$ cat config.mk
export PLATFORM = sky130hd
export DESIGN_NAME = gmii_tx_framer
export DESIGN_NICKNAME = d
export VERILOG_FILES = /design/src/rtl/ethpipe_pkg.sv /design/src/rtl/crc32_d8.sv /design/src/rtl/gmii_tx_framer.sv
export SDC_FILE = /design/constraint.sdc
export NUM_CORES = 1
export LEC_CHECK = 0
export CELL_PAD_IN_SITES_DETAIL_PLACEMENT = 1
export CELL_PAD_IN_SITES_GLOBAL_PLACEMENT = 1
export CORE_UTILIZATION = 39
export CTS_CLUSTER_SIZE = 12
export DETAILED_ROUTE_END_ITERATION = 6
export HOLD_SLACK_MARGIN = 0.06
export PLACE_DENSITY = 0.82
export SETUP_SLACK_MARGIN = 0.15
export SYNTH_ARGS = -nofsm -noshare
export SYNTH_HDL_FRONTEND = slang
export SYNTH_HIERARCHICAL = 1
export SYNTH_SLANG_ARGS = --single-unit
$ cat constraint.sdc
create_clock -name gmii_tx_clk -period 13.58 [get_ports gmii_tx_clk]
set_input_delay 4.074 -clock gmii_tx_clk [delete_from_list [all_inputs] [get_ports gmii_tx_clk]]
set_output_delay 4.074 -clock gmii_tx_clk [all_outputs]
set_load 0.005 [all_outputs]
$ cat src/rtl/ethpipe_pkg.sv
// Shared Ethernet pipeline definitions: framing constants, TX state encoding, CRC-32 helpers.
// The TX_CRC_GEN_EN build of gmii_tx_framer uses the CRC helpers through crc32_d8.
package ethpipe_pkg;

    localparam logic [7:0]  PREAMBLE_BYTE = 8'h55;
    localparam logic [7:0]  SFD_BYTE      = 8'hD5;
    localparam logic [11:0] MIN_FRAME_LEN = 12'd60;
    localparam logic [31:0] CRC32_POLY    = 32'h04C11DB7;
    localparam logic [31:0] CRC32_RESIDUE = 32'hC704DD7B;
    localparam logic [31:0] CRC32_INIT    = 32'hFFFFFFFF;

    typedef enum logic [2:0] {
        ST_IDLE     = 3'd0,
        ST_PREAMBLE = 3'd1,
        ST_DATA     = 3'd2,
        ST_FCS      = 3'd3,
        ST_IFG      = 3'd4
    } tx_state_t;

    function automatic logic [31:0] bitrev32(input logic [31:0] v);
        logic [31:0] r;
        for (int b = 0; b < 32; b++) begin
            r[b] = v[31-b];
        end
        return r;
    endfunction

    localparam logic [31:0] CRC32_POLY_REFL = bitrev32(CRC32_POLY);

    // Reflected (LSB-first) update: bit 0 of each byte enters the register first.
    function automatic logic [31:0] crc32_next_byte(input logic [31:0] crc, input logic [7:0] data);
        logic [31:0] c;
        c = crc;
        for (int b = 0; b < 8; b++) begin
            if (c[0] ^ data[b]) begin
                c = (c >> 1) ^ CRC32_POLY_REFL;
            end else begin
                c = c >> 1;
            end
        end
        return c;
    endfunction

endpackage

$ cat src/rtl/crc32_d8.sv
// Byte-wide IEEE 802.3 CRC-32 register (reflected, init all-ones, no final inversion here).
// Shared between the TX FCS generator and the RX FCS checker.
module crc32_d8
    import ethpipe_pkg::*;
(
    input  logic        i_clk,
    input  logic        i_rst,
    input  logic        i_init,
    input  logic        i_en,
    input  logic [7:0]  i_data,
    output logic [31:0] o_crc
);

    logic [31:0] r_crc;
    logic [31:0] w_crc_next;

    always_comb begin
        w_crc_next = crc32_next_byte(r_crc, i_data);
    end

    always_ff @(posedge i_clk or posedge i_rst) begin
        if (i_rst) begin
            r_crc <= CRC32_INIT;
        end else if (i_init) begin
            r_crc <= CRC32_INIT;
        end else if (i_en) begin
            r_crc <= w_crc_next;
        end
    end

    assign o_crc = r_crc;

endmodule

$ cat src/rtl/gmii_tx_framer.sv
// Reads one frame from the TX slot RAM and drives preamble/SFD, data and IFG onto GMII.
// Define TX_CRC_GEN_EN to pad short frames to 60 bytes and append a generated FCS.
module gmii_tx_framer
    import ethpipe_pkg::*;
#(
    parameter logic [11:0] BASE_ADDR     = 12'd1,
    parameter logic [11:0] MAX_FRAME_LEN = 12'd1518,
    parameter int          IFG_CYCLES    = 12
) (
    input  logic        gmii_tx_clk,
    input  logic        sys_rst,
    input  logic [63:0] global_counter,
    input  logic        tx_start,
    input  logic [11:0] tx_frame_len,
    output logic [11:0] slot_tx_eth_address,
    output logic        slot_tx_eth_rd_en,
    input  logic [15:0] slot_tx_eth_q,
    output logic [7:0]  gmii_txd,
    output logic        gmii_tx_en,
    output logic [63:0] tx_timestamp,
    output logic        tx_busy,
    output logic        tx_done
);

    localparam logic [11:0] IFG_LAST = 12'(IFG_CYCLES - 1);

    tx_state_t   r_state;
    tx_state_t   w_state_next;
    logic [11:0] r_cnt;
    logic [11:0] r_len;
    logic [11:0] r_words;
    logic [11:0] r_addr;
    logic [15:0] r_hold;
    logic        r_rd_d;
    logic        r_done;
    logic [63:0] r_ts;

    logic        w_accept;
    logic        w_zero_req;
    logic [11:0] w_len_clip;
    logic [11:0] w_nwords;
    logic [11:0] w_data_last;
    logic        w_rd_en;
    logic        w_rd_next;
    logic        w_tx_en;
    logic [7:0]  w_txd;

    assign w_zero_req  = (r_state == ST_IDLE) && tx_start && (tx_frame_len == 12'd0);
    assign w_accept    = (r_state == ST_IDLE) && tx_start && (tx_frame_len != 12'd0);
    assign w_len_clip  = (tx_frame_len > MAX_FRAME_LEN) ? MAX_FRAME_LEN : tx_frame_len;
    assign w_nwords    = (r_len + 12'd1) >> 1;

`ifdef TX_CRC_GEN_EN
    logic [31:0] w_crc;
    logic [31:0] w_fcs;

    assign w_data_last = (r_len < MIN_FRAME_LEN) ? (MIN_FRAME_LEN - 12'd1) : (r_len - 12'd1);
    assign w_fcs       = ~w_crc;

    crc32_d8 u_crc (
        .i_clk  (gmii_tx_clk),
        .i_rst  (sys_rst),
        .i_init (w_accept),
        .i_en   (r_state == ST_DATA),
        .i_data (w_txd),
        .o_crc  (w_crc)
    );
`else
    assign w_data_last = r_len - 12'd1;
`endif

    // State register
    always_ff @(posedge gmii_tx_clk or posedge sys_rst) begin
        if (sys_rst) begin
            r_state <= ST_IDLE;
        end else begin
            r_state <= w_state_next;
        end
    end

    // Next-state logic
    always_comb begin
        w_state_next = r_state;
        case (r_state)
            ST_IDLE:     if (w_accept) w_state_next = ST_PREAMBLE;
            ST_PREAMBLE: if (r_cnt == 12'd7) w_state_next = ST_DATA;
            ST_DATA: begin
                if (r_cnt == w_data_last) begin
`ifdef TX_CRC_GEN_EN
                    w_state_next = ST_FCS;
`else
                    w_state_next = ST_IFG;
`endif
                end
            end
            ST_FCS:      if (r_cnt == 12'd3) w_state_next = ST_IFG;
            ST_IFG:      if (r_cnt == IFG_LAST) w_state_next = ST_IDLE;
            default:     w_state_next = ST_IDLE;
        endcase
    end

    // Output logic; word n is fetched two cycles before its low byte goes on the wire
    always_comb begin
        w_tx_en   = 1'b0;
        w_txd     = 8'h00;
        w_rd_en   = 1'b0;
        w_rd_next = 1'b0;
        case (r_state)
            ST_PREAMBLE: begin
                w_tx_en   = 1'b1;
                w_txd     = (r_cnt == 12'd7) ? SFD_BYTE : PREAMBLE_BYTE;
                w_rd_en   = (r_cnt == 12'd6);
                w_rd_next = (r_cnt == 12'd5) || ((r_cnt == 12'd7) && (r_words < w_nwords));
            end
            ST_DATA: begin
                w_tx_en = 1'b1;
                if (r_cnt < r_len) begin
                    w_txd = r_cnt[0] ? r_hold[15:8] : r_hold[7:0];
                end
                w_rd_en   = !r_cnt[0] && (r_words < w_nwords);
                w_rd_next = r_cnt[0] && (r_words < w_nwords);
            end
`ifdef TX_CRC_GEN_EN
            ST_FCS: begin
                w_tx_en = 1'b1;
                case (r_cnt[1:0])
                    2'd0:    w_txd = w_fcs[7:0];
                    2'd1:    w_txd = w_fcs[15:8];
                    2'd2:    w_txd = w_fcs[23:16];
                    default: w_txd = w_fcs[31:24];
                endcase
            end
`endif
            default: begin
                w_tx_en = 1'b0;
            end
        endcase
    end

    always_ff @(posedge gmii_tx_clk or posedge sys_rst) begin
        if (sys_rst) begin
            r_cnt   <= 12'd0;
            r_len   <= 12'd0;
            r_words <= 12'd0;
            r_addr  <= 12'd0;
            r_hold  <= 16'd0;
            r_rd_d  <= 1'b0;
            r_done  <= 1'b0;
            r_ts    <= 64'd0;
        end else begin
            if ((w_state_next != r_state) || (r_state == ST_IDLE)) begin
                r_cnt <= 12'd0;
            end else begin
                r_cnt <= r_cnt + 12'd1;
            end
            if (w_accept) begin
                r_len   <= w_len_clip;
                r_words <= 12'd0;
            end else if (w_rd_en) begin
                r_words <= r_words + 12'd1;
            end
            // Address moves only ahead of a read, so it keeps the last fetched word when idle
            if (w_rd_next) begin
                r_addr <= (r_state == ST_PREAMBLE && r_cnt == 12'd5) ? BASE_ADDR : r_addr + 12'd1;
            end
            r_rd_d <= w_rd_en;
            if (r_rd_d) begin
                r_hold <= slot_tx_eth_q;
            end
            if (r_state == ST_PREAMBLE && r_cnt == 12'd7) begin
                r_ts <= global_counter;
            end
            r_done <= w_zero_req || (r_state == ST_IFG && r_cnt == IFG_LAST);
        end
    end

    assign slot_tx_eth_address = r_addr;
    assign slot_tx_eth_rd_en   = w_rd_en;
    assign gmii_tx_en          = w_tx_en;
    assign gmii_txd            = w_txd;
    assign tx_timestamp        = r_ts;
    assign tx_busy             = (r_state != ST_IDLE);
    assign tx_done             = r_done;

endmodule

; ---- Word-level counts from Yosys, hierarchy flattened
; Cells that the tools add are included.
[word_totals]
word_cells = 65
input_bits = 95
register_bits = 133
[op_classes]
order_cmp = 3
n_mux = 18
eq_ne = 11
n_addsub = 5
n_reduce_logical = 19
[op_table]
columns = operator, n
row1 = 2-to-1 mux 12 bit, 5
row2 = adder 12 x 1 -> 12 bit (second input constant), 4
row3 = == test 12 x 3 -> 1 bit (second input constant), 3
row4 = 2-to-1 mux 8 bit, 3
row5 = one-hot mux 8 bit (2 select lines), 1
row6 = 2-to-1 mux 3 bit, 5
row7 = one-hot mux 3 bit (5 select lines), 1
row8 = == test 12 bit, 1
row9 = == test 12 x 2 -> 1 bit (second input constant), 1
row10 = == test 12 x 4 -> 1 bit (second input constant), 1
row11 = greater-than comparator 12 x 11 -> 1 bit (second input constant), 1
row12 = logical NOT 12 bit, 1
row13 = less-than comparator 12 x 11 -> 1 bit, 1
row14 = less-than comparator 12 bit, 1
row15 = nonzero test 12 bit, 1
row16 = subtractor 12 x 1 -> 12 bit (second input constant), 1
row17 = logical AND 1 bit, 9
row18 = == test 3 x 2 -> 1 bit (second input constant), 2
row19 = one-hot mux 1 bit (2 select lines), 2
row20 = == test 3 x 1 -> 1 bit (second input constant), 1
row21 = == test 3 bit (second input constant), 1
row22 = logical NOT 3 bit, 1
row23 = logical OR 1 bit, 3
row24 = inequality test 3 bit, 1
row25 = 5 further kinds, 5

; ---- Longest topological paths before layout
; Gate-level depths: netlist of run 1.
[logic_depth]
depth_word = 8
mapped_depth = 16
mapped_depth_nobuf = 15

; ---- Least setup slack after synthesis of run 1
; No wires, ideal clock.
[synth_timing]
path_kind = register -> output
from = register r_len[2]
to = output port slot_tx_eth_rd_en
path_stages_with_launch = 13
slack_ps = 6995
arrival_time_ps = 2511
path_buffers = 1
cell_sequence = dfrtp_1 clkbuf_1 inv_1 nor3_1 and3_1 and2_1 nand2_1 xnor2_1 ha_1 nand4_1 o31a_1 a21oi_2 inv_1
[synth_via]
elab_chain_cells = 4
[synth_lines]
columns = item, line_no
row1 = from (decl), gmii_tx_framer.sv:30  ; logic [11:0] r_len;
row2 = from (signal assigned), gmii_tx_framer.sv:157  ; r_len <= w_len_clip;
row3 = adder 12 x 1 -> 12 bit, gmii_tx_framer.sv:51  ; assign w_nwords = (r_len + 12'd1) >> 1;
row4 = less-than comparator 12 x 11 -> 1 bit, gmii_tx_framer.sv:120  ; w_rd_en = !r_cnt[0] && (r_words < w_nwords);
row5 = logical AND 1 bit, gmii_tx_framer.sv:120
row6 = one-hot mux 1 bit (2 select lines), gmii_tx_framer.sv:108  ; case (r_state)
row7 = to (decl), gmii_tx_framer.sv:16  ; output logic slot_tx_eth_rd_en,
; Every way passes these cells.

; ---- Worst setup path in the final report of run 1
; Ends and elaborated chain as after synthesis.

==> impl_metrics.json, run 1 <==
{
  "worstMarginPinSlew_ns": 1.012,
  "power.share.switching_pct": 24.20,
  "vias": 6198,
  "drt-wirelength-per-cell_um": 19.76,
  "yosys_register_bits": 133,
  "grt_overflow": 0,
  "grtUsageTotal_pct": 26.16,
  "dp_cells": 1120,
  "drc": 0,
  "setup_viol": 0,
  "crit_fanout": 17,
  "power_density_nw_per_um2": 101.4,
  "worst_setup_path_start_kind": "flop",
  "synth_top_cell_by_area": "dfrtp_1",
  "insertion_delay_ns": 0.43,
  "die_w_um": 134.3,
  "fin_tns_setup_ns": 0,
  "chipHeight_um": 134.3,
  "syn_area_um2": 6823,
  "clkPwrFrac_pct": 48.5,
  "dp_hpwl_um": 15850,
  "fin_cells": 1152,
  "async_reset_ff_share_pct": 100.0,
  "finalCriticalPeriod_ns": 8.154,
  "syn_avg_cell_area_um2": 9.158,
  "ys_seq_area_share_pct": 48.78,
  "crit_arrival_ns": 4.08,
  "hp-class": "flop to flop",
  "row_count": 47,
  "drive_gt1_share_pct": 6.760,
  "cpMostUsedCell": "inv_1",
  "drt-initial-drc-count": 237,
  "combPwrFrac_pct": 8.0,
  "finClkSkew_ns": 0.01653,
  "drtAntennaViolNets": 0,
  "drtPass1Iterations": 4,
  "ys.flop_type": "dfrtp_1",
  "fillers": 1929,
  "core_region_area_um2": 16820,
  "mostFrequentLayoutCells": "232 x nand2_1, 182 x clkdlybuf4s50_1, 133 x dfrtp_1",
  "critPathMaxStageDelay_ns": 0.55,
  "rsz0062_at_grt": "no",
  "wl_um": 22760,
  "synth_cell_types": 60,
  "htreeDepth": 4,
  "synth_fp_nets": 869,
  "intPower_mw": 0.7246,
  "crit_type": "flop to output pin",
  "synth_cells": 745,
  "cts_root_buf": "clkbuf_16",
  "cts.reportedPaths.clkPinSlew_ns": 0.07,
  "portBuffers": 182,
  "post_cts_resize_count": 0,
  "fmaxAchievable_ghz": 0.1226,
  "tritoncts": "done",
  "period_share_pct": 60.05,
  "leakage_nw": 4.289,
  "crit_slowest_cell": "a21oi_2",
  "clockBufferDepth": 2,
  "gp_congestion": 0.8814,
  "antenna_found_initial": 0,
  "cts_inserted_buffers": 17,
  "synth-edff-count": 0,
  "start_util_pct": 40.57,
  "cts_setup_buffers": 0,
  "via_per_inst": 5.380,
  "relSlewSlack_pct": 32.09,
  "synthTopCellsByArea": "dfrtp_1 49%, nand2_1 13%, ha_1 5.3%",
  "peakVddDrop_uv": 84.51,
  "cp.required_ns": 9.51,
  "netlist.area_leader.share_pct": 48.78,
  "num_antenna_cells": 0,
  "dieArea_um2": 18030,
  "grt_pass1_vias": 6718,
  "drv_slew": 0,
  "endpoint_kind": "output pin",
  "nets": 1043,
  "cap_violations": 0,
  "clock-sinks": 133,
  "postCtsHoldBufs": 0,
  "ys_warn_count": 6,
  "crit_chain": "inv_1 > nor3_1 > and3_1 > and2_1 > nand2_1 > xnor2_1 > ha_1 > nand4_1 > o31a_1 > a21oi_2 > inv_1 > clkdlybuf4s50_1",
  "grt_max_degree": 76,
  "area.growth.synth_to_final_pct": 38.13,
  "seq_power_share_pct": 43.4,
  "final_common_cell": "nand2_1",
  "switching_power_mw": 0.2314,
  "io_pins": 183,
  "hold_violations": 0,
  "outcome": "complete, no violations",
  "grt_pass1_wl_um": 36090
}
final timing paths:
kind	start	endpoint	slack (ns)	cells past startpoint
worst max register to register	r_cnt[0]	r_cnt[9]	9.75	8
worst min-delay path	tx_timestamp[38]	tx_timestamp[38]	0.47	2
worst min register to register	tx_timestamp[38]	tx_timestamp[38]	0.47	2
min in group asynchronous	sys_rst	tx_timestamp[47]	4.16	2
worst max-delay path	r_len[2]	slot_tx_eth_rd_en	5.43	12
max in group asynchronous	sys_rst	tx_timestamp[4]	8.16	3
power by group through the flow:
stage / sequential (mW) / clock (mW) / combinational (mW)
2_1_floorplan: 0.422 / 0 / 0.0172
6_report: 0.415 / 0.464 / 0.0769
4_1_cts: 0.415 / 0.471 / 0.0784
5_1_grt: 0.416 / 0.486 / 0.0835
3_3_place_gp: 0.422 / 0 / 0.0746
3_5_place_dp: 0.422 / 0 / 0.0768
flip-flops by register name (all words and copies together) (netlist names):
name and cells:
slot_tx_eth_address 12, r_len 12, r_cnt 12, r_words 12, r_rd_d 1, r_state 3
tx_done 1, tx_timestamp 64, r_hold 16
worst max-delay path, delay by kind of cell (launching register included):
family | cells | cell delay (ns)
DFF | 1 | 0.52
adders and majority gates | 1 | 0.30
AOI/OAI and AO/OA | 2 | 0.90
xor gates and xnor gates | 1 | 0.15
and+or+nand+nor | 5 | 0.89
buffers and inverters | 3 | 0.91
per-stage QoR:
| stage | instance area [um^2] | worst slack (ns) | utilization, % | hold slack [ns] | power, mW |
|---|---|---|---|---|---|
| after detailed placement | 8833 | 5.900 | 52.52 | 0.4631 | 0.4990 |
| after global routing | 9424 | 5.087 | 56.03 | 0.4964 | 0.9863 |
| after global placement | 8833 | 6.077 | 52.52 | 0.4575 | 0.4963 |
| after CTS | 9424 | 5.425 | 56.03 | 0.4776 | 0.9644 |
| final | 9424 | 5.426 | 56.03 | 0.4712 | 0.9560 |
| after floorplan | 6823 | 5.952 | - | 0.4493 | 0.4396 |
logic make-up after synthesis:
group                    after synthesis  share of synthesized area, %
adder cells (fa/ha/maj)               29                         5.318
AND/OR/NAND/NOR                      373                         24.39
buffers and inverters                 59                         3.411
XOR/XNOR                              36                         4.621
AO/OA/AOI/OAI                         83                         8.491
flip-flops                           133                         48.78
multiplexers                          32                         4.988
area by class of cell:
class	instances	area, um^2	area share, %
sequential	133	3328	35.32
clock inverter	13	137.6	1.460
tap	220	275.3	2.921
inverter	29	113.9	1.208
timing repair buffer	185	1844	19.57
multi-input combinational	553	3272	34.72
clock buffer	19	452.9	4.806
cell usage after synthesis (2+ instances only):
library cell and number:
nand3_1 25, a21oi_1 16, a21o_1 3, nand2b_1 2, xor2_1 17, and2_1 3
nor4_1 2, and3_1 11, inv_1 29, o211ai_1 13, buf_2 3, nor2b_1 4
or4_1 12, clkbuf_1 23, o21ai_0 12, ha_1 29, mux2_2 16, mux2i_1 16
o22ai_1 4, o31ai_1 7, nor3b_1 2, nor2_1 37, nand4_1 9, o21a_1 4
buf_1 3, or3_1 5, xnor2_1 19, nor4_2 2, o2111ai_1 3, nand2_1 232
dfrtp_1 133, a211oi_1 3, nor3_1 19
routing by layer:
metal	wire, um	track usage [%]
met1	9089	30.61
met5	0	0
met3	1975	10.17
met4	291	6.492
met2	11400	44.85
(Power assumes the default switching activity.)
==> run 2: changes to the inputs <==
--- a/config.mk
+++ b/config.mk
@@ -7,11 +7,11 @@
 export LEC_CHECK = 0
 export CELL_PAD_IN_SITES_DETAIL_PLACEMENT = 1
 export CELL_PAD_IN_SITES_GLOBAL_PLACEMENT = 1
-export CORE_UTILIZATION = 39
+export CORE_UTILIZATION = 36
 export CTS_CLUSTER_SIZE = 12
 export DETAILED_ROUTE_END_ITERATION = 6
 export HOLD_SLACK_MARGIN = 0.06
-export PLACE_DENSITY = 0.82
+export PLACE_DENSITY = 0.77
 export SETUP_SLACK_MARGIN = 0.15
 export SYNTH_ARGS = -nofsm -noshare
 export SYNTH_HDL_FRONTEND = slang
==> constraint.sdc (replaced) <==
create_clock -name gmii_tx_clk -period 7.9 [get_ports gmii_tx_clk]
set_input_delay 2.37 -clock gmii_tx_clk [delete_from_list [all_inputs] [get_ports gmii_tx_clk]]
set_output_delay 2.37 -clock gmii_tx_clk [all_outputs]
set_load 0.005 [all_outputs]
==> impl_metrics.json, run 2 (same netlist as run 1, synthesis figures left out) <==
{
  "cts_root_buf": "clkbuf_16",
  "cp.required_ns": 5.53,
  "dp_hpwl_um": 15370,
  "worstMarginPinSlew_ns": 0.9907,
  "gr-usage-met3_pct": 9.257,
  "finalCriticalPeriod_ns": 6.374,
  "crit_arrival_ns": 4.00,
  "grt_overflow": 0,
  "clockBufferDepth": 2,
  "crit_type": "flop to output pin",
  "die_w_um": 139.7,
  "start_util_pct": 37.34,
  "endpoint_kind": "output pin",
  "power_mw": 1.626,
  "cts.reportedPaths.clkPinSlew_ns": 0.06,
  "via_per_inst": 5.253,
  "rrSetupSlack_ns": 3.95,
  "setup_viol": 0,
  "grtUsageMet1_pct": 27.67,
  "clock-sinks": 133,
  "dieArea_um2": 19510,
  "row_count": 49,
  "insertion_delay_ns": 0.42,
  "tritoncts": "done",
  "drt-wirelength-per-cell_um": 18.31,
  "hp-class": "flop to flop",
  "grt_max_degree": 81,
  "cap_violations": 0,
  "cp-endpoint": "slot_tx_eth_rd_en",
  "period_share_pct": 80.68,
  "final_common_cell": "nand2_1",
  "fmaxAchievable_ghz": 0.1569,
  "postCtsHoldBufs": 0,
  "min_path_cells": 2,
  "cts_setup_buffers": 0,
  "chipHeight_um": 139.7,
  "drv_slew": 0,
  "hold_violations": 0,
  "rr_endpoint": "r_cnt[2]",
  "antenna_found_initial": 0,
  "post_cts_resize_count": 0,
  "leakage_nw": 4.269,
  "crit_fanout": 17,
  "grt_pass1_wl_um": 34390,
  "area.growth.synth_to_final_pct": 38.03,
  "grtUsageTotal_pct": 22.69,
  "peakVddDrop_uv": 142.3,
  "power_density_nw_per_um2": 172.6,
  "grt_pass1_vias": 6492,
  "startpoint": "r_len[2]",
  "fin_tns_setup_ns": 0,
  "htreeDepth": 4,
  "wl_um": 21240,
  "nets": 1043,
  "ff2ff_path_depth": 8,
  "finClkSkew_ns": 0.01069,
  "mostFrequentLayoutCells": "232 x nand2_1, 182 x clkdlybuf4s50_1, 133 x dfrtp_1",
  "fillers": 2107,
  "drive_gt1_share_pct": 6.337,
  "drtAntennaViolNets": 0,
  "relSlewSlack_pct": 33.95,
  "vias": 6093,
  "drt-initial-drc-count": 185,
  "grt_util_met2_pct": 36.42,
  "top_usage_layer": "met2",
  "outcome": "complete, no violations",
  "largest_reg_flops": 64,
  "cts_inserted_buffers": 17,
  "gp_congestion": 0.8837,
  "drc": 0,
  "io_pins": 183,
  "drtPass1Iterations": 4,
  "num_antenna_cells": 0,
  "portBuffers": 182,
  "timing.rr.start": "r_cnt[0]",
  "worst_setup_path_start_kind": "flop",
  "core_region_area_um2": 18270,
  "rsz0062_at_grt": "no"
}
==> run 2: cell count changes in the layout (fill, tap and decap cells not counted), sizes merged <==
| cell | delta |
|---|---|
| inv | -4 |
| clkbuf | +2 |
| clkinv | -2 |
| clkinvlp | +2 |
| bufinv | +1 |
==> run 2: critical path: stages (launching register included) <==
cell	delay, ns
dfrtp_1	0.54
inv_1	0.16
nor3_1	0.23
and3_1	0.21
and2_1	0.19
nand2_1	0.09
xnor2_1	0.14
ha_1	0.29
nand4_1	0.09
o31a_1	0.36
a21oi_2	0.54
inv_1	0.25
clkdlybuf4s50_1	0.50
==> run 2: metal layers <==
layer | part of all wire [%] | routed length, um
met2 | 46 | 9726
met1 | 42 | 8986
met5 | 0 | 0
met3 | 10 | 2128
met4 | 1.9 | 395
==> run 2: power by group <==
part	switching [mW]	internal (mW)	total, mW
registers	0.0116	0.702	0.714
clock network	0.310	0.474	0.783
logic	0.0456	0.0829	0.129
==> run 2: cell type report <==
type / count / area [um^2] / share of cell area (%)
repair buffers: 185 / 1844 / 19.58
inverters: 29 / 113.9 / 1.209
multi-input cells: 553 / 3272 / 34.74
clock inverters: 10 / 122.6 / 1.302
well taps: 229 / 286.5 / 3.042
flip-flops and latches: 133 / 3328 / 35.34
clock buffers: 21 / 450.4 / 4.783
==> run 2: how the worst min path moves through the flow <==
stage | to | startpoint | slack [ns]
6_report | tx_timestamp[32] | tx_timestamp[32] | 0.47
3_5_place_dp | tx_timestamp[28] | tx_timestamp[28] | 0.46
2_1_floorplan | r_words[11] | r_words[11] | 0.45
4_1_cts | tx_timestamp[28] | tx_timestamp[28] | 0.48
5_1_grt | tx_timestamp[60] | tx_timestamp[60] | 0.50
3_3_place_gp | tx_timestamp[36] | tx_timestamp[36] | 0.46
==> run 2: per-stage QoR <==
step | hold slack [ns] | cells | cell area (um^2) | setup WS, ns | utilization (%)
floorplan | 0.4493 | 745 | 6823 | 1.976 | -
global placement | 0.4556 | 1129 | 8845 | 2.097 | 48.41
detailed placement | 0.4619 | 1129 | 8845 | 1.987 | 48.41
CTS | 0.4774 | 1160 | 9418 | 1.516 | 51.55
global route | 0.4995 | 1160 | 9418 | 1.225 | 51.55
finish | 0.4737 | 1160 | 9418 | 1.526 | 51.55
==> edit 1: new RTL, flow settings as in run 1 <==
Add an input register stage for `global_counter`, `tx_start`, `tx_frame_len` and `slot_tx_eth_q`; this delays them by one clock.
--- a/src/rtl/gmii_tx_framer.sv
+++ b/src/rtl/gmii_tx_framer.sv
@@ -26,2 +26,14 @@
 
+    logic [63:0] global_counter_q;
+    logic tx_start_q;
+    logic [11:0] tx_frame_len_q;
+    logic [15:0] slot_tx_eth_q_q;
+
+    always_ff @(posedge gmii_tx_clk) begin
+        global_counter_q <= global_counter;
+        tx_start_q       <= tx_start;
+        tx_frame_len_q   <= tx_frame_len;
+        slot_tx_eth_q_q  <= slot_tx_eth_q;
+    end
+
     tx_state_t   r_state;
@@ -47,5 +59,5 @@
 
-    assign w_zero_req  = (r_state == ST_IDLE) && tx_start && (tx_frame_len == 12'd0);
-    assign w_accept    = (r_state == ST_IDLE) && tx_start && (tx_frame_len != 12'd0);
-    assign w_len_clip  = (tx_frame_len > MAX_FRAME_LEN) ? MAX_FRAME_LEN : tx_frame_len;
+    assign w_zero_req  = (r_state == ST_IDLE) && tx_start_q && (tx_frame_len_q == 12'd0);
+    assign w_accept    = (r_state == ST_IDLE) && tx_start_q && (tx_frame_len_q != 12'd0);
+    assign w_len_clip  = (tx_frame_len_q > MAX_FRAME_LEN) ? MAX_FRAME_LEN : tx_frame_len_q;
     assign w_nwords    = (r_len + 12'd1) >> 1;
@@ -167,6 +179,6 @@
             if (r_rd_d) begin
-                r_hold <= slot_tx_eth_q;
+                r_hold <= slot_tx_eth_q_q;
             end
             if (r_state == ST_PREAMBLE && r_cnt == 12'd7) begin
-                r_ts <= global_counter;
+                r_ts <= global_counter_q;
             end
Function: changed (a bounded check fails within 4 cycles, from zero or initial values and one cycle with sys_rst high).
==> edit 1 against run 1 <==
Cell area rose by 22%; sequential cell count grew 93; setup slack improved by 0.032 ns; area after synthesis rose by 27%; wire length increased by 2.4%; total power increased by 140%; largest power group is now sequential cells; clock power up 37%.
==> edit 1: results (changes against run 1) <==
layout:
  n_fill_cell: 2245  # was 1929
  clk_share: 0.06674  # was 0.06267
  inv_count: 25  # was 29
  fin_cells: 1185  # was 1152
  nets: 1010  # was 1043
  seqCellArea_um2: 5190  # was 3328 µm²
  final_layout_size_suffix_gt1_frac: 0.1414  # was 0.06760
  syn_to_final_growth_pct: 33.01  # was 38.13%
  nMultiInputCombCells: 423  # was 553
logic_synthesis:
  synth_fp_nets: 829  # was 869
  synth_compound_area_frac: 0.06737  # was 0.08491
  netlist_top_cells_area: "dfrtp_1, dfxtp_1, mux2_2, ha_1, xor2_1"  # was dfrtp_1, nand2_1, ha_1, mux2_2, xnor2_1
  async_flop_share: 0.5885  # was 1.000
  synth_xor_area_frac: 0.05364  # was 0.04621
  synth_seq_area_share: 0.5997  # was 0.4878
  ys_types: 55  # was 60
  synth_fa_ha_area_frac: 0.04193  # was 0.05318
  ys_top_cells_by_count: "dfrtp_1, dfxtp_1, mux2_2"  # was nand2_1, dfrtp_1, nor2_1
drt:
  met3WireLength_um: 1904  # was 1975 µm
  drt_iter0_markers: 279  # was 237
  route.met2.wl_um: 11670  # was 11400 µm
  firstDrtPassIters: 4  # unchanged
  wl_met1_um: 9130  # was 9089 µm
  via_per_inst: 5.111  # was 5.380
  wl_per_cell_um: 19.67  # was 19.76 µm
global_route:
  grt_use_met2: 0.3647  # was 0.4485
  grt_usage: 0.2087  # was 0.2616
  grt_pass1_wl_um: 36380  # was 36090 µm
  use_met1: 0.2390  # was 0.3061
  grt_max_degree: 86  # was 76
outcome:
  outcome: "finished clean"  # unchanged
placement:
  hpwlAfterDp_um: 16280  # was 15850 µm
  placed_cell_area_um2: 10740  # was 8833 µm²
  placed_cells: 1139  # was 1120
  pre_cts_ws_ns: 5.953  # was 5.900 ns
setup_path:
  r2r-start: "r_len[2]$_DFFE_PP0P_"  # was r_cnt[0]$_DFF_PP0_
  arrival_ns: 4.05  # was 4.08 ns
  crit_fanout: 9  # was 17
  r2r_setup_slack_ns: 9.72  # was 9.75 ns
  r2r_cells: 12  # was 8
  critical-path-top-delay-family: "compound AO/OA/AOI/OAI gates"  # was buffers and inverters
  cpMaxStageDelayCell: "dfrtp_1"  # was a21oi_2
sta:
  worst_pin_slew_ns: 0.8396  # was 1.012 ns
  hold_slack_ns: 0.4521  # was 0.4712 ns
power:
  p_leak_uw: 0.005023  # was 0.004289 µW
  intPower_uw: 1575  # was 724.6 µW
  max-vdd-ir-drop_mv: 0.1261  # was 0.08451 mV
clock_network:
  clock_latency_ns: 0.54  # was 0.43 ns
  htreeDepth: 1  # was 4
  cts_buffers: 25  # was 17
  cts_max_path_buffers: 3  # was 2
worst_hold_path:
  hold-path-cell-count: 1  # was 2
  hp-start: "global_counter_q[15]$_DFF_P_"  # was tx_timestamp[38]$_DFFE_PP0P_
## edit 1: worst max-delay path by stage
stage                               startpoint                  to  slack (ns)  depth (start not counted)
after floorplan                        sys_rst  r_cnt[0]$_DFF_PP0_        5.95                          1
after global placement    r_len[2]$_DFFE_PP0P_   slot_tx_eth_rd_en        6.15                         11
after detailed placement  r_len[0]$_DFFE_PP0P_   slot_tx_eth_rd_en        5.95                         11
after CTS                 r_len[0]$_DFFE_PP0P_   slot_tx_eth_rd_en        5.40                         11
after global routing      r_len[2]$_DFFE_PP0P_   slot_tx_eth_rd_en        5.15                         11
final                     r_len[2]$_DFFE_PP0P_   slot_tx_eth_rd_en        5.46                         11
## edit 1: power groups by stage
| stage | Combinational [µW] | Sequential (µW) | Clock, µW |
|---|---|---|---|
| 2_1_floorplan | 377 | 907 | 0 |
| 3_3_place_gp | 656 | 952 | 0 |
| 3_5_place_dp | 679 | 967 | 0 |
| 4_1_cts | 692 | 961 | 653 |
| 5_1_grt | 741 | 980 | 678 |
| 6_report | 681 | 959 | 637 |
==> edit 2: new RTL, config.mk and constraints of run 1 <==
Made on the original files. The option `TX_CRC_GEN_EN` is turned on by a define.
--- a/src/rtl/gmii_tx_framer.sv
+++ b/src/rtl/gmii_tx_framer.sv
@@ -2,2 +2,4 @@
 // Define TX_CRC_GEN_EN to pad short frames to 60 bytes and append a generated FCS.
+`define TX_CRC_GEN_EN
+
 module gmii_tx_framer
Check against the original RTL: same outputs for any inputs over 10 cycles, from zero or initial values and one cycle with sys_rst high; that may be too few to reach the edited logic, so the function may still have changed.
==> edit 2 against run 1 <==
Register-to-register slack worse by 0.68 ns; area after synthesis up 38%; global-route usage down 2.1 points; clock power up 4.3%; largest power group is now combinational cells; non-clock buffer count up 2; sequential cell count up 32; cell area up 28%; setup slack better by 0.11 ns; total power up 120%; critical path depth down 1; wire length up 25%.
==> edit 2: results (changes against run 1) <==
logic_synthesis:
  ys_top_cells_by_count: "dfrtp_1, nor2_1, mux2_2"  # was nand2_1, dfrtp_1, nor2_1
  synth_seq_area_share: 0.4430  # was 0.4878
  synth_fp_nets: 1016  # was 869
  netlist_top_cells_area: "dfrtp_1, mux2_2, dfstp_2, xnor2_1, ha_1"  # was dfrtp_1, nand2_1, ha_1, mux2_2, xnor2_1
  async_flop_share: 1.000  # unchanged
  netlist.area_leader.share: 0.3537  # was 0.4878
  avgSynthCellArea_um2: 10.55  # was 9.158 µm²
  ys_types: 68  # was 60
  ys_warn_count: 6  # unchanged
setup_path:
  r2r-start: "r_len[10]$_DFFE_PP0P_"  # was r_cnt[0]$_DFF_PP0_
  max_stage_delay_ns: 0.71  # was 0.55 ns
  arrival_ns: 3.97  # was 4.08 ns
  crit_fanout: 12  # was 17
  critical-path-top-delay-family: "simple AND/OR/NAND/NOR gates"  # was buffers and inverters
  r2r_setup_slack_ns: 9.07  # was 9.75 ns
  reg2reg_to: "u_crc/o_crc[18]$_DFFE_PP1P_"  # was r_cnt[9]$_DFF_PP0_
  cpMaxStageDelayCell: "o211ai_1"  # was a21oi_2
  startpoint: "r_len[6]$_DFFE_PP0P_"  # was r_len[2]$_DFFE_PP0P_
  r2r_cells: 13  # was 8
global_route:
  grt_usage: 0.2408  # was 0.2616
  grt_max_degree: 82  # was 76
  met3_usage: 0.07214  # was 0.1017
  grt_pass1_wl_um: 45540  # was 36090 µm
  grt_pass1_vias: 8363  # was 6718
  use_met1: 0.2850  # was 0.3061
  grt-ovfl-total: 0  # unchanged
  grt_use_met2: 0.4136  # was 0.4485
drt:
  drt_wl_total_um: 28380  # was 22760 µm
  drt_iter0_markers: 293  # was 237
  firstDrtPassIters: 4  # unchanged
  dr_total_vias: 7537  # was 6198
outcome:
  outcome: "finished clean"  # unchanged
placement:
  placed_cell_area_um2: 11510  # was 8833 µm²
  globalplace.congestion: 0.8562  # was 0.8814
  hpwlAfterDp_um: 20660  # was 15850 µm
  pre_cts_ws_ns: 6.079  # was 5.900 ns
layout:
  nets: 1182  # was 1043
  final_layout_size_suffix_gt1_frac: 0.1746  # was 0.06760
  fin_cells: 1390  # was 1152
  n_fill_cell: 2597  # was 1929
power:
  max-vdd-ir-drop_mv: 0.1117  # was 0.08451 mV
  p_leak_uw: 0.005024  # was 0.004289 µW
worst_hold_path:
  hp-start: "tx_timestamp[59]$_DFFE_PP0P_"  # was tx_timestamp[38]$_DFFE_PP0P_
  hold-path-endpoint: "tx_timestamp[59]$_DFFE_PP0P_"  # was tx_timestamp[38]$_DFFE_PP0P_
  hp-class: "reg -> reg"  # unchanged
  hold-path-cell-count: 1  # was 2
sta:
  worst_pin_slew_ns: 1.037  # was 1.012 ns
  fin_skew_ns: 0.01861  # was 0.01653 ns
  hold_slack_ns: 0.5102  # was 0.4712 ns
clock_network:
  cts_max_path_buffers: 2  # unchanged
  cts_resized: 0  # unchanged
[edit 2: worst max path at each step]
stage                          to  slack [ns]
3_3_place_gp          gmii_txd[3]        6.19
3_5_place_dp    slot_tx_eth_rd_en        6.08
2_1_floorplan  r_cnt[0]$_DFF_PP0_        5.95
5_1_grt         slot_tx_eth_rd_en        5.24
4_1_cts         slot_tx_eth_rd_en        5.61
6_report        slot_tx_eth_rd_en        5.53
[edit 2: routing by layer]
layer | routed length (µm) | vias to the layer above
met4 | 600 | 0
met1 | 11780 | 3771
met5 | 0 | -
met2 | 13970 | 240
met3 | 2031 | 40
li1 | - | 3486
[edit 2: area by class of cell]
type                    count  area (µm²)  area share
well taps                 319       399.1     0.03299
repair buffers            187        1859      0.1537
flip-flops and latches    165        4169      0.3445
clock inverters            14       162.7     0.01344
clock buffers              18       429.2     0.03547
inverters                  28       110.1    0.009099
multi-input cells         659        4971      0.4108
[edit 2: cells by family after synthesis]
family	count (synthesis)	synth area share
compound gates	160	0.1114
xor+xnor	110	0.1193
fa+ha+maj	29	0.03856
buf+inv	68	0.02965
flops	165	0.4430
mux	94	0.1113
simple gates	266	0.1468
[edit 2: power by group]
group          switching, µW  total [µW]  internal, µW
Combinational            404         918           514
Sequential              64.5         685           620
Clock                    237         484           247
Total                    705        2090          1380
[edit 2: worst reg2reg max path, cell delays in order (launching register included)]
cell     delay [ns]
dfrtp_1        0.48
inv_1          0.13
ha_1           0.32
a21o_1         0.17
a211o_1        0.30
a41oi_1        0.65
nor2b_1        0.20
o21ba_2        0.16
o31ai_1        0.12
xor2_1         0.55
xor2_1         0.66
xnor2_1        0.23
xnor2_1        0.19
a211o_1        0.30
